### src/rtl/regfile_wb_scheduler.sv
// Write-back scheduler for the 32-entry register file: round-robin sharing of the
// single write port between NUM_REQ requesters, plus a pending-write scoreboard.
module regfile_wb_scheduler #(
  parameter int unsigned NUM_REQ = 2,
  parameter int unsigned ADDR_W  = 5,
  parameter int unsigned DATA_W  = 32
) (
  input  logic                      clock,
  input  logic                      reset,
  input  logic [NUM_REQ-1:0]        req_valid,
  output logic [NUM_REQ-1:0]        req_ready,
  input  logic [NUM_REQ*ADDR_W-1:0] req_reg,
  input  logic [NUM_REQ*DATA_W-1:0] req_data,
  input  logic                      reserve_valid,
  input  logic [ADDR_W-1:0]         reserve_reg,
  input  logic [ADDR_W-1:0]         rs1,
  input  logic [ADDR_W-1:0]         rs2,
  output logic                      rs1_busy,
  output logic                      rs2_busy,
  output logic                      regwrite,
  output logic [ADDR_W-1:0]         write_reg,
  output logic [DATA_W-1:0]         write_data,
  output logic [31:0]               busy_mask
);

  localparam int unsigned PTR_W    = (NUM_REQ > 1) ? $clog2(NUM_REQ) : 1;
  localparam int unsigned NUM_REGS = 32;

  logic [ADDR_W-1:0]   reg_a  [NUM_REQ];
  logic [DATA_W-1:0]   data_a [NUM_REQ];

  logic [PTR_W-1:0]    rr_ptr_q;
  logic                regwrite_q;
  logic [ADDR_W-1:0]   write_reg_q;
  logic [DATA_W-1:0]   write_data_q;
  logic [NUM_REGS-1:0] busy_q;
  logic [NUM_REGS-1:0] busy_d;

  logic                found_c;
  logic [PTR_W-1:0]    gnt_idx_c;
  logic [NUM_REQ-1:0]  grant_c;
  logic [ADDR_W-1:0]   sel_reg_c;
  logic [DATA_W-1:0]   sel_data_c;
  int unsigned         cand;

  for (genvar i = 0; i < NUM_REQ; i++) begin : g_unpack
    assign reg_a[i]  = req_reg[i*ADDR_W +: ADDR_W];
    assign data_a[i] = req_data[i*DATA_W +: DATA_W];
  end

  // Round-robin search starting one past the last winner.
  always_comb begin
    found_c   = 1'b0;
    gnt_idx_c = rr_ptr_q;
    cand      = 0;
    for (int unsigned k = 1; k <= NUM_REQ; k++) begin
      cand = (32'(rr_ptr_q) + k) % NUM_REQ;
      if (!found_c && req_valid[PTR_W'(cand)]) begin
        found_c   = 1'b1;
        gnt_idx_c = PTR_W'(cand);
      end
    end
    grant_c = '0;
    if (found_c && !reset) begin
      grant_c[gnt_idx_c] = 1'b1;
    end
  end

  assign sel_reg_c  = reg_a[gnt_idx_c];
  assign sel_data_c = data_a[gnt_idx_c];

  // A reservation landing on the same edge as the commit wins.
  always_comb begin
    busy_d = busy_q;
    if (regwrite_q) begin
      busy_d[write_reg_q] = 1'b0;
    end
    if (reserve_valid && (reserve_reg != '0)) begin
      busy_d[reserve_reg] = 1'b1;
    end
  end

  always_ff @(posedge clock or posedge reset) begin
    if (reset) begin
      rr_ptr_q     <= PTR_W'(NUM_REQ - 1);
      regwrite_q   <= 1'b0;
      write_reg_q  <= '0;
      write_data_q <= '0;
      busy_q       <= '0;
    end else begin
      busy_q <= busy_d;
      if (found_c) begin
        rr_ptr_q     <= gnt_idx_c;
        regwrite_q   <= (sel_reg_c != '0);
        write_reg_q  <= sel_reg_c;
        write_data_q <= sel_data_c;
      end else begin
        regwrite_q   <= 1'b0;
      end
    end
  end

  assign req_ready  = grant_c;
  assign regwrite   = regwrite_q;
  assign write_reg  = write_reg_q;
  assign write_data = write_data_q;
  assign busy_mask  = busy_q;
  assign rs1_busy   = busy_q[rs1] & (rs1 != '0);
  assign rs2_busy   = busy_q[rs2] & (rs2 != '0);

endmodule

### config.mk
export PLATFORM = sky130hd
export DESIGN_NAME = regfile_wb_scheduler
export DESIGN_NICKNAME = d
export VERILOG_FILES = /design/src/rtl/regfile_wb_scheduler.sv
export SDC_FILE = /design/constraint.sdc
export NUM_CORES = 1
export LEC_CHECK = 0
export BUFFER_PORTS_ARGS = -buffer_cell sky130_fd_sc_hd__buf_2
export CAP_MARGIN = 20
export CORE_MARGIN = 5
export CORE_UTILIZATION = 47
export CTS_BUF_LIST = sky130_fd_sc_hd__clkbuf_16
export CTS_CLUSTER_DIAMETER = 40
export DETAILED_ROUTE_END_ITERATION = 7
export GPL_TIMING_DRIVEN = 0
export PLACE_DENSITY = 0.78
export SYNTH_ARGS = -nofsm -noshare
export SYNTH_HDL_FRONTEND = slang
export SYNTH_SLANG_ARGS = --single-unit
### constraint.sdc
create_clock -name clock -period 3.5 [get_ports clock]
set_clock_uncertainty 0.2 [all_clocks]
set_input_delay 0.7 -clock clock [delete_from_list [all_inputs] [get_ports clock]]
set_output_delay 0.7 -clock clock [all_outputs]
set_load 0.005 [all_outputs]
* Word level (Yosys, flattened, before mapping)
Index checks and enable logic that the tools add are counted. W data, S select, Z words.
Storage, ports and cells: latch bits 0, bits in writable memories 0, input bits 94, memories kept 0, output and inout bits 74, bits in read-only memories 0, flip-flop bits (word level) 71, word-level logic and storage cells 64
Operators by class: bitwise operators 6, shift-type cells 0, add/sub/neg operators 2, order comparisons 11, multipliers 0, eq/ne operators 0, muxes and demuxes 28, divide/modulo/power cells 0, reductions and logical operators 12
Operator list (number):
- $mux W32 | 5
- $and A32 B32 Y32 | 1
- $not A32 Y32 | 1
- $or A32 B32 Y32 | 1
- $lt A5 B6 Y1 const B | 4
- $reduce_bool A5 Y1 | 4
- $mux W5 | 3
- $mux W1 | 14
- $bmux W1 S5 | 2
- $demux W1 S5 | 2
- $ge A5 B1 Y1 const B | 2
- $logic_and A1 B1 Y1 | 6
- $lt A1 B2 Y1 const B | 3
- $add A1 B1 Y1 const B | 2
- $and A1 B1 Y1 | 2
- $ge A2 B2 Y1 const B | 1
- $logic_not A1 Y1 | 2
- $mux W2 | 1
- $not A1 Y2 | 1
- $demux W1 S1 | 1
- $ge A1 B1 Y1 const B | 1

* Longest topological paths before layout
Gate-level depths: netlist of the first run.
word-level depth 13, depth in mapped cells 5, mapped depth without buffers 4

* Worst setup path before layout of the first run
No wires, ideal clock.
path kind input to output, start input port rs1[2], end output port rs1_busy, required time 2.600 ns, path slack 0.921 ns, arrival 1.679 ns, cell stages on the path 5, cells stage by stage buf_2 > mux2_2 > o311a_1 > nand3_1 > nand4_1
On the way: longest elaborated chain between the ends 3, elaborated cells between the ends (all ways) 4, those cells by class mux: 2; bitwise: 1; reduce/logical: 1
Ends and longest elaborated chain:
- start: declaration | RTL line 16 | input logic [ADDR_W-1:0] rs1,
- $bmux W1 S5 | RTL line 108 | assign rs1_busy = busy_q[rs1] & (rs1 != '0);
- $mux W1 (implied by the code) | RTL line 108
- $and A1 B1 Y1 (*) | RTL line 108
- end: declaration | RTL line 18 | output logic rs1_busy,
Mark *: on every way between the ends. The rest lies on a longest branch, timed or not. The select of a mux whose other input is x is not followed.

* Worst setup path in the final report of the first run
start input port rs1[0], end output port rs1_busy
The elaborated chain is that of the path after synthesis.

==> results of run 1 <==
## worst max path at each step
stage	to	slack [ns]	cells past startpoint
after floorplan	busy_mask[0]	0.81	1
after global placement	busy_mask[25]	0.01	2
after detailed placement	rs1_busy	0.52	6
after CTS	req_ready[1]	0.52	6
after global routing	req_ready[1]	0.39	6
final	rs1_busy	0.51	6
## final cells by class
type,instances,area share
clock buffers,9,0.04551
well taps,102,0.02579
inverters,5,0.004298
multi-input cells,277,0.3707
clock inverters,6,0.004804
plain buffers,22,0.02073
repair buffers,167,0.1689
flip-flops and latches,71,0.3593
## cell families after synthesis
kind of cell / Yosys count / synth area share
simple gates: 98 / 0.1330
mux: 64 / 0.1890
buf+inv: 27 / 0.03250
compound gates: 115 / 0.1692
flops: 71 / 0.4762
## worst register-to-register path, cell delays in order, from the launching register on
cell and delay (ns):
dfstp_2 0.52, mux2i_1 0.41, buf_2 0.37, mux2i_1 0.28
o21ai_0 0.11
## per-layer routing
metal	vias up	wire length, um
li1	1729	-
met1	1739	4617
met2	175	5690
met3	18	1035
met4	0	190
met5	-	0
## power by group
group	total, mW	internal, mW	switching [mW]
Clock	0.779	0.461	0.318
Sequential	1.27	1.04	0.224
Combinational	0.841	0.428	0.413
Total	2.89	1.93	0.956
## cells in the mapped netlist, types with 5 or more instances
| cell type | count | area [um2] |
|---|---|---|
| o21ai_0 | 99 | 495.5 |
| dfrtp_1 | 70 | 1752 |
| mux2i_1 | 54 | 540.5 |
| nand2_1 | 43 | 161.4 |
| clkbuf_1 | 12 | 45.04 |
| nand3_1 | 12 | 60.06 |
| nor2b_1 | 12 | 75.07 |
| nand3b_1 | 10 | 75.07 |
| buf_2 | 7 | 35.03 |
| nor2_1 | 7 | 26.28 |
| mux2_2 | 6 | 67.56 |
| inv_1 | 5 | 18.77 |
## cells in the final DEF, fill, tap and decap left out, types with 2 or more instances in the layout
cell       instances
nand2_1           43
dfrtp_1           70
a311oi_1           2
clkbuf_16          9
buf_4              3
nor2b_1           12
clkbuf_1          12
o21ai_0           99
mux4_2             2
a221oi_1           3
or3b_2             4
nand3b_1          10
or3_1              2
inv_1              8
nor3_1             2
buf_2            174
nand4_1            2
a22oi_1            4
nand3_1           12
or4_1              3
mux4_1             2
nor2_1             7
o311a_1            4
o211ai_1           2
mux2i_1           54
mux2_2             6
==> metrics.md, run 1 <==
| Metric | Value |
|---|---|
| Max cap viols | 0 |
| Fmax | 0.3346 GHz |
| Antenna viol nets, final | 0 |
| Crit end category | output port |
| Synth Flop Type | dfrtp_1 |
| Global Route met2 Usage | 0.4060 |
| Cell Rows | 32 |
| DP Cell Count | 644 |
| Via count | 3661 |
| Worst skew pair latency | 0.33 ns |
| R2r startpoint | rr_ptr_q |
| TNS Setup | 0 ns |
| Multi-input combinational cell area | 1834 um2 |
| RSZ-0062 raised after global routing | no |
| Hold buffers post-CTS | 0 |
| DRC viols | 0 |
| Worst min path class | reg2reg |
| Delay-heaviest family, CP | buffers and inverters |
| Hold-critical path endpoint | write_data[1] |
| Fin crit period | 2.989 ns |
| CP required | 2.60 ns |
| Yosys warns | 0 |
| Aggregate global-route resource usage | 0.2363 |
| Critical Path AT | 2.09 ns |
| Die Wd | 99.13 um |
| Core box area | 7727 um2 |
| Worst path most repeated cell | buf_2 |
| Hold Slack | 0.2722 ns |
| Register-to-register setup slack | 1.47 ns |
| WL final | 11530 um |
| Final #Nets | 647 |
| Post-synth EDFFs | 0 |
| Slowest CP cell | mux4_2 |
| Outcome | complete, no violations |
| DP HPWL | 9102 um |
| Final Cycle Share | 0.8540 |
| CTS H-Tree Depth | 3 |
| Die height | 99.13 um |
| CTS tree | done |
| Power per cell area | 583.2 nW/um2 |
| Final GP Congestion | 0.9562 |
| Total power | 2.886 mW |
| Fillers | 640 |
| Crit Reg-Reg Endpoint | write_data[7] |
| Via density | 5.555 |
| Max incr delay on CP | 0.53 ns |
| Hold path start | write_data[1] |
| Worst slew pin tran | 0.8646 ns |
| Root buffer cell | clkbuf_16 |
| Largest net degree at the start of global routing | 72 |
| Reg2reg path depth | 4 |
| Pre-CTS WS | 0.5232 ns |
| Fin area | 4949 um2 |
| Met3 usage | 0.04698 |
| Vias in the first global route | 3758 |
| FFs w/ async S/R, synth | 1.000 |
| Post-CTS Setup Bufs | 0 |
| Slew Limit Fails | 0 |
| Placed cell areas | 4700 um2 |
| Met1 usage | 0.2871 |
| Clk buf depth | 2 |
| Diode count | 0 |
| Worst Path Buf+Inv | 3 |
| Finish-stage setup viols | 0 |
| GR Overflow Total | 0 |
| First-pass DRT Iterations | 6 |
| IO buf count | 167 |
| Proportion of layout cells with a drive suffix above 1 | 0.3609 |
| Initial Utilization | 0.4832 |
| Top Usage Layer GRT | met2 |
| Core Util, Final | 0.6404 |
| VDD IR max | 321.3 uV |
| Final WS setup | 0.5110 ns |
| Yosys cell types | 28 |
| Register Area | 1778 um2 |
| Post-CTS Resized | 0 |
| Final Hold Viols | 0 |
| CTS buffer count | 9 |
| Crit-path cells | buf_2 > buf_2 > mux4_2 > o211ai_1 > nand4_1 > buf_2 |
| First-pass GRT wire length | 18710 um |
| CP startpoint | rs1[0] |
| Synth Register Bits | 71 |
| Clk pin slew, worst setup/hold paths | 0.05 ns |
| Layout Cells excl Fill | 659 |
| Initial DRC Count | 148 |
| Synthesized cell area | 3734 um2 |
| Avg WL per Cell | 17.50 um |
| Area Growth Syn to Fin | 32.54% |
| Hold-critical path depth | 2 |
| Setup CP Type | in2out |
| Die ar. | 9826 um2 |
| IO Count | 168 |
| Number of clock sinks | 71 |
| Synth Instances | 375 |
| Worst-path maximum fanout | 10 |
| Slew HR | 0.4236 |
| Synthesized Nets | 469 |
| Post-synthesis sequential area ratio | 0.4762 |
| Avg Cell Area, Syn | 9.956 um2 |
| Initial antenna violation count | 0 |
| Static Leak | 2.373 nW |
| Critical path startpoint category | primary input |
Note: power is estimated with default switching activity, not from simulation.
==> run 2: changes to the inputs <==
Settings changed: ABC_AREA from default to 1, CORE_UTILIZATION 47 to 49, PLACE_DENSITY 0.78 to 0.79, SLEW_MARGIN from default to 20.
==> metrics.md, run 2 <==
| Metric | Value |
|---|---|
| Hold buffers post-CTS | 0 (unchanged) |
| Post-synthesis sequential area ratio | 0.4424 (was 0.4762) |
| Final Cycle Share | 0.7775 (was 0.8540) |
| Critical path startpoint category | primary input (unchanged) |
| Largest net degree at the start of global routing | 39 (was 72) |
| Register-to-register setup slack | 1.77 ns (was 1.47 ns) |
| Final Hold Viols | 0 (unchanged) |
| Area Growth Syn to Fin | 31.91% (was 32.54%) |
| Critical Path AT | 1.82 ns (was 2.09 ns) |
| Die Wd | 100.6 um (was 99.13 um) |
| WL final | 13130 um (was 11530 um) |
| Fin crit period | 2.721 ns (was 2.989 ns) |
| Outcome | complete, no violations (unchanged) |
| Register Area | 1778 um2 (unchanged) |
| CTS tree | done (unchanged) |
| Slew HR | 0.6146 (was 0.4236) |
| Finish-stage setup viols | 0 (unchanged) |
| Diode count | 0 (unchanged) |
| Reg2reg path depth | 7 (was 4) |
| Sw power | 1.217 mW (was 0.9555 mW) |
| Crit Reg-Reg Endpoint | regwrite (was write_data[7]) |
| Clk pin slew, worst setup/hold paths | 0.05 ns (about the same) |
| R2r startpoint | rr_ptr_q (unchanged) |
| Via count | 4494 (was 3661) |
| Clk buf depth | 2 (unchanged) |
| Synthesized cell area | 4019 um2 (was 3734 um2) |
| Final #Nets | 820 (was 647) |
| Vias in the first global route | 4504 (was 3758) |
| DRC viols | 0 (unchanged) |
| Worst-path maximum fanout | 9 (was 10) |
| Switch share | 0.3595 (was 0.3311) |
| Post-synth top cells | nand2_1 (138), nor2_1 (72), dfrtp_1 (70) (was o21ai_0 (99), dfrtp_1 (70), mux2i_1 (54)) |
| Aggregate global-route resource usage | 0.2659 (was 0.2363) |
| Fmax | 0.3675 GHz (was 0.3346 GHz) |
| Die ar. | 10110 um2 (was 9826 um2) |
| Via density | 5.376 (was 5.555) |
| FFs w/ async S/R, synth | 1.000 (unchanged) |
| Worst min path class | in2async (was reg2reg) |
| First-pass DRT Iterations | 5 (was 6) |
| Yosys cell types | 21 (was 28) |
| CP required | 2.60 ns (about the same) |
| First-pass GRT wire length | 21480 um (was 18710 um) |
| Proportion of layout cells with a drive suffix above 1 | 0.2900 (was 0.3609) |
| Avg Cell Area, Syn | 7.294 um2 (was 9.956 um2) |
| Fillers | 708 (was 640) |
| Top-area cell type share of the netlist area | 0.4359 (was 0.4692) |
| Synth area leaders | dfrtp_1 (44%), nand2_1 (13%), o21ai_0 (8.0%) (was dfrtp_1 (47%), mux2i_1 (14%), o21ai_0 (13%)) |
| Slew Limit Fails | 0 (unchanged) |
| Initial DRC Count | 217 (was 148) |
| Top-count cell post-synth | nand2_1 (was o21ai_0) |
| Synth Instances | 551 (was 375) |
| Synth Flop Type | dfrtp_1 (unchanged) |
| Static Leak | 2.733 nW (was 2.373 nW) |
| Max cap viols | 0 (unchanged) |
| RSZ-0062 raised after global routing | no (unchanged) |
| Yosys warns | 0 (unchanged) |
| Avg WL per Cell | 15.70 um (was 17.50 um) |
| IO Count | 168 (unchanged) |
| Crit end category | output port (unchanged) |
| Post-CTS Resized | 0 (unchanged) |
| Final GP Congestion | 0.9628 (was 0.9562) |
| Initial Utilization | 0.4966 (was 0.4832) |
| Sequential power share | 0.387 (was 0.439) |
| Commonest non-fill, non-tap cells in the layout | buf_2 (170), nand2_1 (138), nor2_1 (72), dfrtp_1 (70), o21ai_0 (64) (was buf_2 (174), o21ai_0 (99), dfrtp_1 (70), mux2i_1 (54), nand2_1 (43)) |
| DP HPWL | 10340 um (was 9102 um) |
| Post-synth EDFFs | 0 (unchanged) |
| Synthesized Nets | 645 (was 469) |
| VDD IR max | 332.9 uV (was 321.3 uV) |
| Initial antenna violation count | 1 (was 0) |
| GR Overflow Total | 0 (unchanged) |
| Post-CTS Setup Bufs | 0 (unchanged) |
| CTS buffer count | 9 (unchanged) |
| Die height | 100.6 um (was 99.13 um) |
| Most common cell after layout, fill and taps aside | buf_2 (unchanged) |
| Worst skew pair latency | 0.33 ns (about the same) |
| Core Util, Final | 0.6551 (was 0.6404) |
| Cell Rows | 33 (was 32) |
| Worst slew pin tran | 0.5780 ns (was 0.8646 ns) |
| Cell accounting for the most synthesized area | dfrtp_1 (unchanged) |
| Setup CP Type | in2out (unchanged) |
| TNS Setup | 0 ns (unchanged) |
| Multi-input combinational cell area | 1849 um2 (was 1834 um2) |
| Power per cell area | 638.3 nW/um2 (was 583.2 nW/um2) |
| Combinational Power Share | 0.330 (was 0.291) |
| Core box area | 8093 um2 (was 7727 um2) |
| Antenna viol nets, final | 0 (unchanged) |
| Clock power share | 0.283 (was 0.270) |
| CTS H-Tree Depth | 3 (unchanged) |
| Number of clock sinks | 71 (unchanged) |
| Internal power | 2.167 mW (was 1.930 mW) |
| Root buffer cell | clkbuf_16 (unchanged) |
| IO buf count | 163 (was 167) |
| Synth Register Bits | 71 (unchanged) |
## run 2: cell types whose count changed in the layout (fill, tap and decap cells not counted), sizes merged, moves of 6 or more
cell / previous run / this run
nand3b: 10 / 0
o21ai: 99 / 65
mux2: 6 / 0
inv: 9 / 64
nand3: 12 / 60
nor2b: 12 / 0
nor2: 7 / 73
mux2i: 54 / 0
nor3: 2 / 11
o31ai: 0 / 40
clkbuf: 21 / 15
nand2: 43 / 138
## run 2: cells by family (layout without fill, tap and decap cells)
kind of cell / count (synthesis) / after routing / share of synthesized area
flip-flops: 71 / 71 / 0.4424
buffers and inverters: 89 / 269 / 0.09745
AND/OR/NAND/NOR: 284 / 284 / 0.2892
AO/OA/AOI/OAI: 107 / 107 / 0.1709
## run 2: power groups by stage
| stage | Combinational, mW | Sequential, mW | Clock, mW |
|---|---|---|---|
| 2_1_floorplan | 0.605 | 1.27 | 0 |
| 3_3_place_gp | 1.07 | 1.30 | 0 |
| 3_5_place_dp | 1.11 | 1.31 | 0 |
| 4_1_cts | 1.12 | 1.30 | 0.965 |
| 5_1_grt | 1.28 | 1.34 | 1.01 |
| 6_report | 1.12 | 1.31 | 0.959 |
## run 2: metrics by stage
step | setup WS, ns | instances | cell area (um2) | hold slack [ns] | total power, mW
6_report | 0.7788 | 836 | 5301 | 0.2204 | 3.384
5_1_grt | 0.6378 | 836 | 5301 | 0.2703 | 3.619
3_3_place_gp | 0.001908 | 819 | 4966 | 0.2632 | 2.372
2_1_floorplan | 0.8051 | 551 | 4019 | 0.2752 | 1.876
4_1_cts | 0.7822 | 836 | 5301 | 0.2317 | 3.384
3_5_place_dp | 0.7876 | 820 | 4989 | 0.2696 | 2.423
## run 2: critical path: stages
cell and delay, ns:
buf_4 0.15, clkinv_1 0.28, nand3_1 0.20, nand2_1 0.08
nand2_1 0.05, nand2_1 0.05, inv_1 0.05, nand2_1 0.04
nand2_1 0.05, nand2_1 0.05, buf_2 0.12
## run 2: worst max-delay path by stage
stage,cells past startpoint,slack [ns],to,from
after CTS,11,0.78,rs1_busy,rs1[1]
after global placement,2,0.002,busy_mask[0],reset
after floorplan,1,0.81,busy_mask[0],reset
final,11,0.78,rs1_busy,rs1[1]
after detailed placement,11,0.79,rs1_busy,rs1[1]
after global routing,11,0.64,rs1_busy,rs1[1]
## run 2: layout make-up
type | instances | share of cell area
clock inverter | 7 | 0.01652
sequential | 71 | 0.3354
tap | 105 | 0.02478
inverter | 66 | 0.04720
buffer | 23 | 0.02714
timing repair buffer | 164 | 0.1577
clock buffer | 9 | 0.04248
multi-input combinational | 391 | 0.3488
## run 2: metal layers
layer | vias to the layer above | wire, um | GRT usage
li1 | 2151 | - | -
met1 | 2094 | 5230 | 0.3317
met2 | 221 | 6419 | 0.4480
met3 | 26 | 1166 | 0.06574
met4 | 2 | 299 | 0.09534
met5 | - | 13 | 0
==> run 3: changes to the inputs <==
Settings changed: ABC_AREA 1 to 0, CORE_UTILIZATION 49 to 47, PLACE_DENSITY 0.79 to 0.78.
Clock period 3.5 ns to 2.6 ns, I/O delays scaled along.
==> metrics.md, run 3 (synthesized netlist as in run 1, its figures left out) <==
| Metric | Value |
|---|---|
| Met3 WL | 1067 um (was 1166 um) |
| Largest net degree at the start of global routing | 50 (was 39) |
| Worst min path class | reg2reg (was in2async) |
| Final Cycle Share | 0.9806 |
| Die height | 99.13 um (was 100.6 um) |
| Reg2reg path depth | 4 (was 7) |
| Final GP Congestion | 0.9562 (was 0.9628) |
| Die Wd | 99.13 um (was 100.6 um) |
| WL final | 11590 um (was 13130 um) |
| Register-to-register setup slack | 0.80 ns (was 1.77 ns) |
| Max cap viols | 0 (unchanged) |
| Vias in the first global route | 3773 (was 4504) |
| Antenna viol nets, final | 0 (unchanged) |
| CTS H-Tree Depth | 3 (unchanged) |
| Core box area | 7727 um2 (was 8093 um2) |
| First-pass DRT Iterations | 5 (unchanged) |
| Area Growth Syn to Fin | 34.05% (was 31.91%) |
| Most common cell after layout, fill and taps aside | buf_2 (unchanged) |
| Hold-critical path endpoint | write_data[14] |
| Combinational Power Share | 0.293 (was 0.330) |
| Max incr delay on CP | 0.35 ns (was 0.28 ns) |
| Power per cell area | 779.3 nW/um2 (was 638.3 nW/um2) |
| Fin area | 5005 um2 (was 5301 um2) |
| Cell Rows | 32 (was 33) |
| Delay-heaviest family, CP | buffers and inverters (unchanged) |
| Via count | 3651 (was 4494) |
| Worst path most repeated cell | buf_2 (was nand2_1) |
| Critical path startpoint category | primary input (unchanged) |
| CTS buffer count | 9 (unchanged) |
| Worst skew pair latency | 0.33 ns (about the same) |
| Root buffer cell | clkbuf_16 (unchanged) |
| Commonest non-fill, non-tap cells in the layout | buf_2 (169), o21ai_0 (99), dfrtp_1 (70), mux2i_1 (53), nand2_1 (43) (was buf_2 (170), nand2_1 (138), nor2_1 (72), dfrtp_1 (70), o21ai_0 (64)) |
| Aggregate global-route resource usage | 0.2374 (was 0.2659) |
| CTS tree | done (unchanged) |
| RSZ-0062 raised after global routing | no (unchanged) |
| DRC viols | 0 (unchanged) |
| Worst Path Buf+Inv | 3 (was 4) |
| Met2 Routed Length | 5768 um (was 6419 um) |
| M1 WL | 4572 um (was 5230 um) |
| VDD IR max | 443.3 uV (was 332.9 uV) |
| Final #Nets | 649 (was 820) |
| Proportion of layout cells with a drive suffix above 1 | 0.3662 (was 0.2900) |
| IO Count | 168 (unchanged) |
| Initial Utilization | 0.4832 (was 0.4966) |
| Hold-critical path depth | 2 |
| Clk pin slew, worst setup/hold paths | 0.05 ns (about the same) |
| Slew Limit Fails | 0 (unchanged) |
| Crit end category | output port (unchanged) |
| Outcome | complete, no violations (unchanged) |
| Crit Reg-Reg Endpoint | busy_mask[11] (was regwrite) |
| Die ar. | 9826 um2 (was 10110 um2) |
| Initial antenna violation count | 0 (was 1) |
| Diode count | 0 (unchanged) |
| Via density | 5.540 (was 5.376) |
| Switch share | 0.3319 (was 0.3595) |
| Initial DRC Count | 138 (was 217) |
| GR Overflow Total | 0 (unchanged) |
| R2r startpoint | write_reg[3] (was rr_ptr_q) |
| Internal power | 2.606 mW (was 2.167 mW) |
| Worst slew pin tran | 0.4321 ns (was 0.5780 ns) |
| Slew HR | 0.7120 (was 0.6146) |
| Sequential power share | 0.439 (was 0.387) |
| Sw power | 1.295 mW (was 1.217 mW) |
| Static Leak | 2.378 nW (was 2.733 nW) |
| Slowest CP cell | mux2_2 (was clkinv_1) |
| Avg WL per Cell | 17.58 um (was 15.70 um) |
| DP HPWL | 9154 um (was 10340 um) |
| Placed cell areas | 4727 um2 (was 4989 um2) |
| Fin crit period | 2.550 ns |
| IO buf count | 167 (was 163) |
| Critical Path AT | 1.83 ns (was 1.82 ns) |
| CP required | 1.88 ns (was 2.60 ns) |
| Max Used Layer | met4 (was met5) |
| Number of clock sinks | 71 (unchanged) |
| Final Hold Viols | 0 (unchanged) |
| Setup CP Type | in2out (unchanged) |
| Total power | 3.900 mW (was 3.384 mW) |
| Fmax | 0.3922 GHz |
| Clock power share | 0.267 (was 0.283) |
| Clk buf depth | 2 (unchanged) |
| Worst-path maximum fanout | 10 (was 9) |
| Crit-path cells | buf_2 > clkbuf_4 > mux2_2 > o311a_1 > nand3_1 > nand4_1 > buf_2 (was buf_4 > clkinv_1 > nand3_1 > nand2_1 > nand2_1 > nand2_1 > inv_1 > nand2_1 > nand2_1 > nand2_1 > buf_2) |
| Hold path start | write_data[14] |
| Finish-stage setup viols | 0 (unchanged) |
| First-pass GRT wire length | 18730 um (was 21480 um) |
run 3: cell types whose count changed in the layout (fill, tap and decap cells not counted), moves of 31 or more:
cell     change
nand2_1     -95
nor2_1      -65
inv_1       -56
mux2i_1     +53
nand3_1     -48
o21ai_0     +35
o31ai_1     -31
run 3: worst max path at each step:
stage	start	endpoint	slack (ns)	cells past startpoint
detailed placement	req_valid[0]	req_ready[1]	-0.02	6
floorplan	reset	busy_mask[0]	0.09	1
global route	req_valid[0]	req_ready[0]	0.007	6
CTS	rs1[2]	rs1_busy	0.02	7
global placement	reset	busy_mask[25]	-0.71	2
finish	rs2[2]	rs2_busy	0.05	7
run 3: final cells by class:
type	count	area [um2]
plain buffers	22	116.4
multi-input cells	277	1847
clock buffers	9	225.2
inverters	5	21.27
flip-flops and latches	71	1778
fillers	623	2723
repair buffers	169	873.3
clock inverters	4	16.27
well taps	102	127.6
run 3: timing repair:
action	in CTS	in global routing
setup endpoints to repair	3	3
gates resized for setup	4	5
hold buffers	1	0
hold endpoints to repair	22	0
buffers inserted	0	0
run 3: stage by stage:
stage,TNS (ns),setup slack (ns),instances,util,hold slack [ns]
after floorplan,0,0.08509,375,-,0.2733
after global routing,0,0.007296,659,0.6477,0.2907
after CTS,0,0.02312,659,0.6456,0.2746
final,0,0.05045,659,0.6477,0.2762
after detailed placement,-0.05137,-0.01927,645,0.6117,0.2657
after global placement,-49.40,-0.7068,644,0.6078,0.2588
run 3: routing by layer:
layer  GRT usage  vias to the layer above
met2      0.4122                      177
met4     0.08193                        0
met3     0.05540                       14
li1            -                     1737
met5           0                        -
met1      0.2897                     1723
run 3: power by group through the flow:
stage / Clock (mW) / Combinational (mW) / Sequential (mW)
3_3_place_gp: 0 / 1.10 / 1.69
3_5_place_dp: 0 / 1.14 / 1.71
5_1_grt: 1.09 / 1.28 / 1.75
4_1_cts: 1.04 / 1.15 / 1.69
6_report: 1.04 / 1.14 / 1.71
2_1_floorplan: 0 / 0.573 / 1.65
run 3: tightest hold or removal path, delay by kind of cell (launching register included):
family,cells,cell delay (ns)
compound gates,1,0.06
flops,1,0.34
simple gates,1,0.04
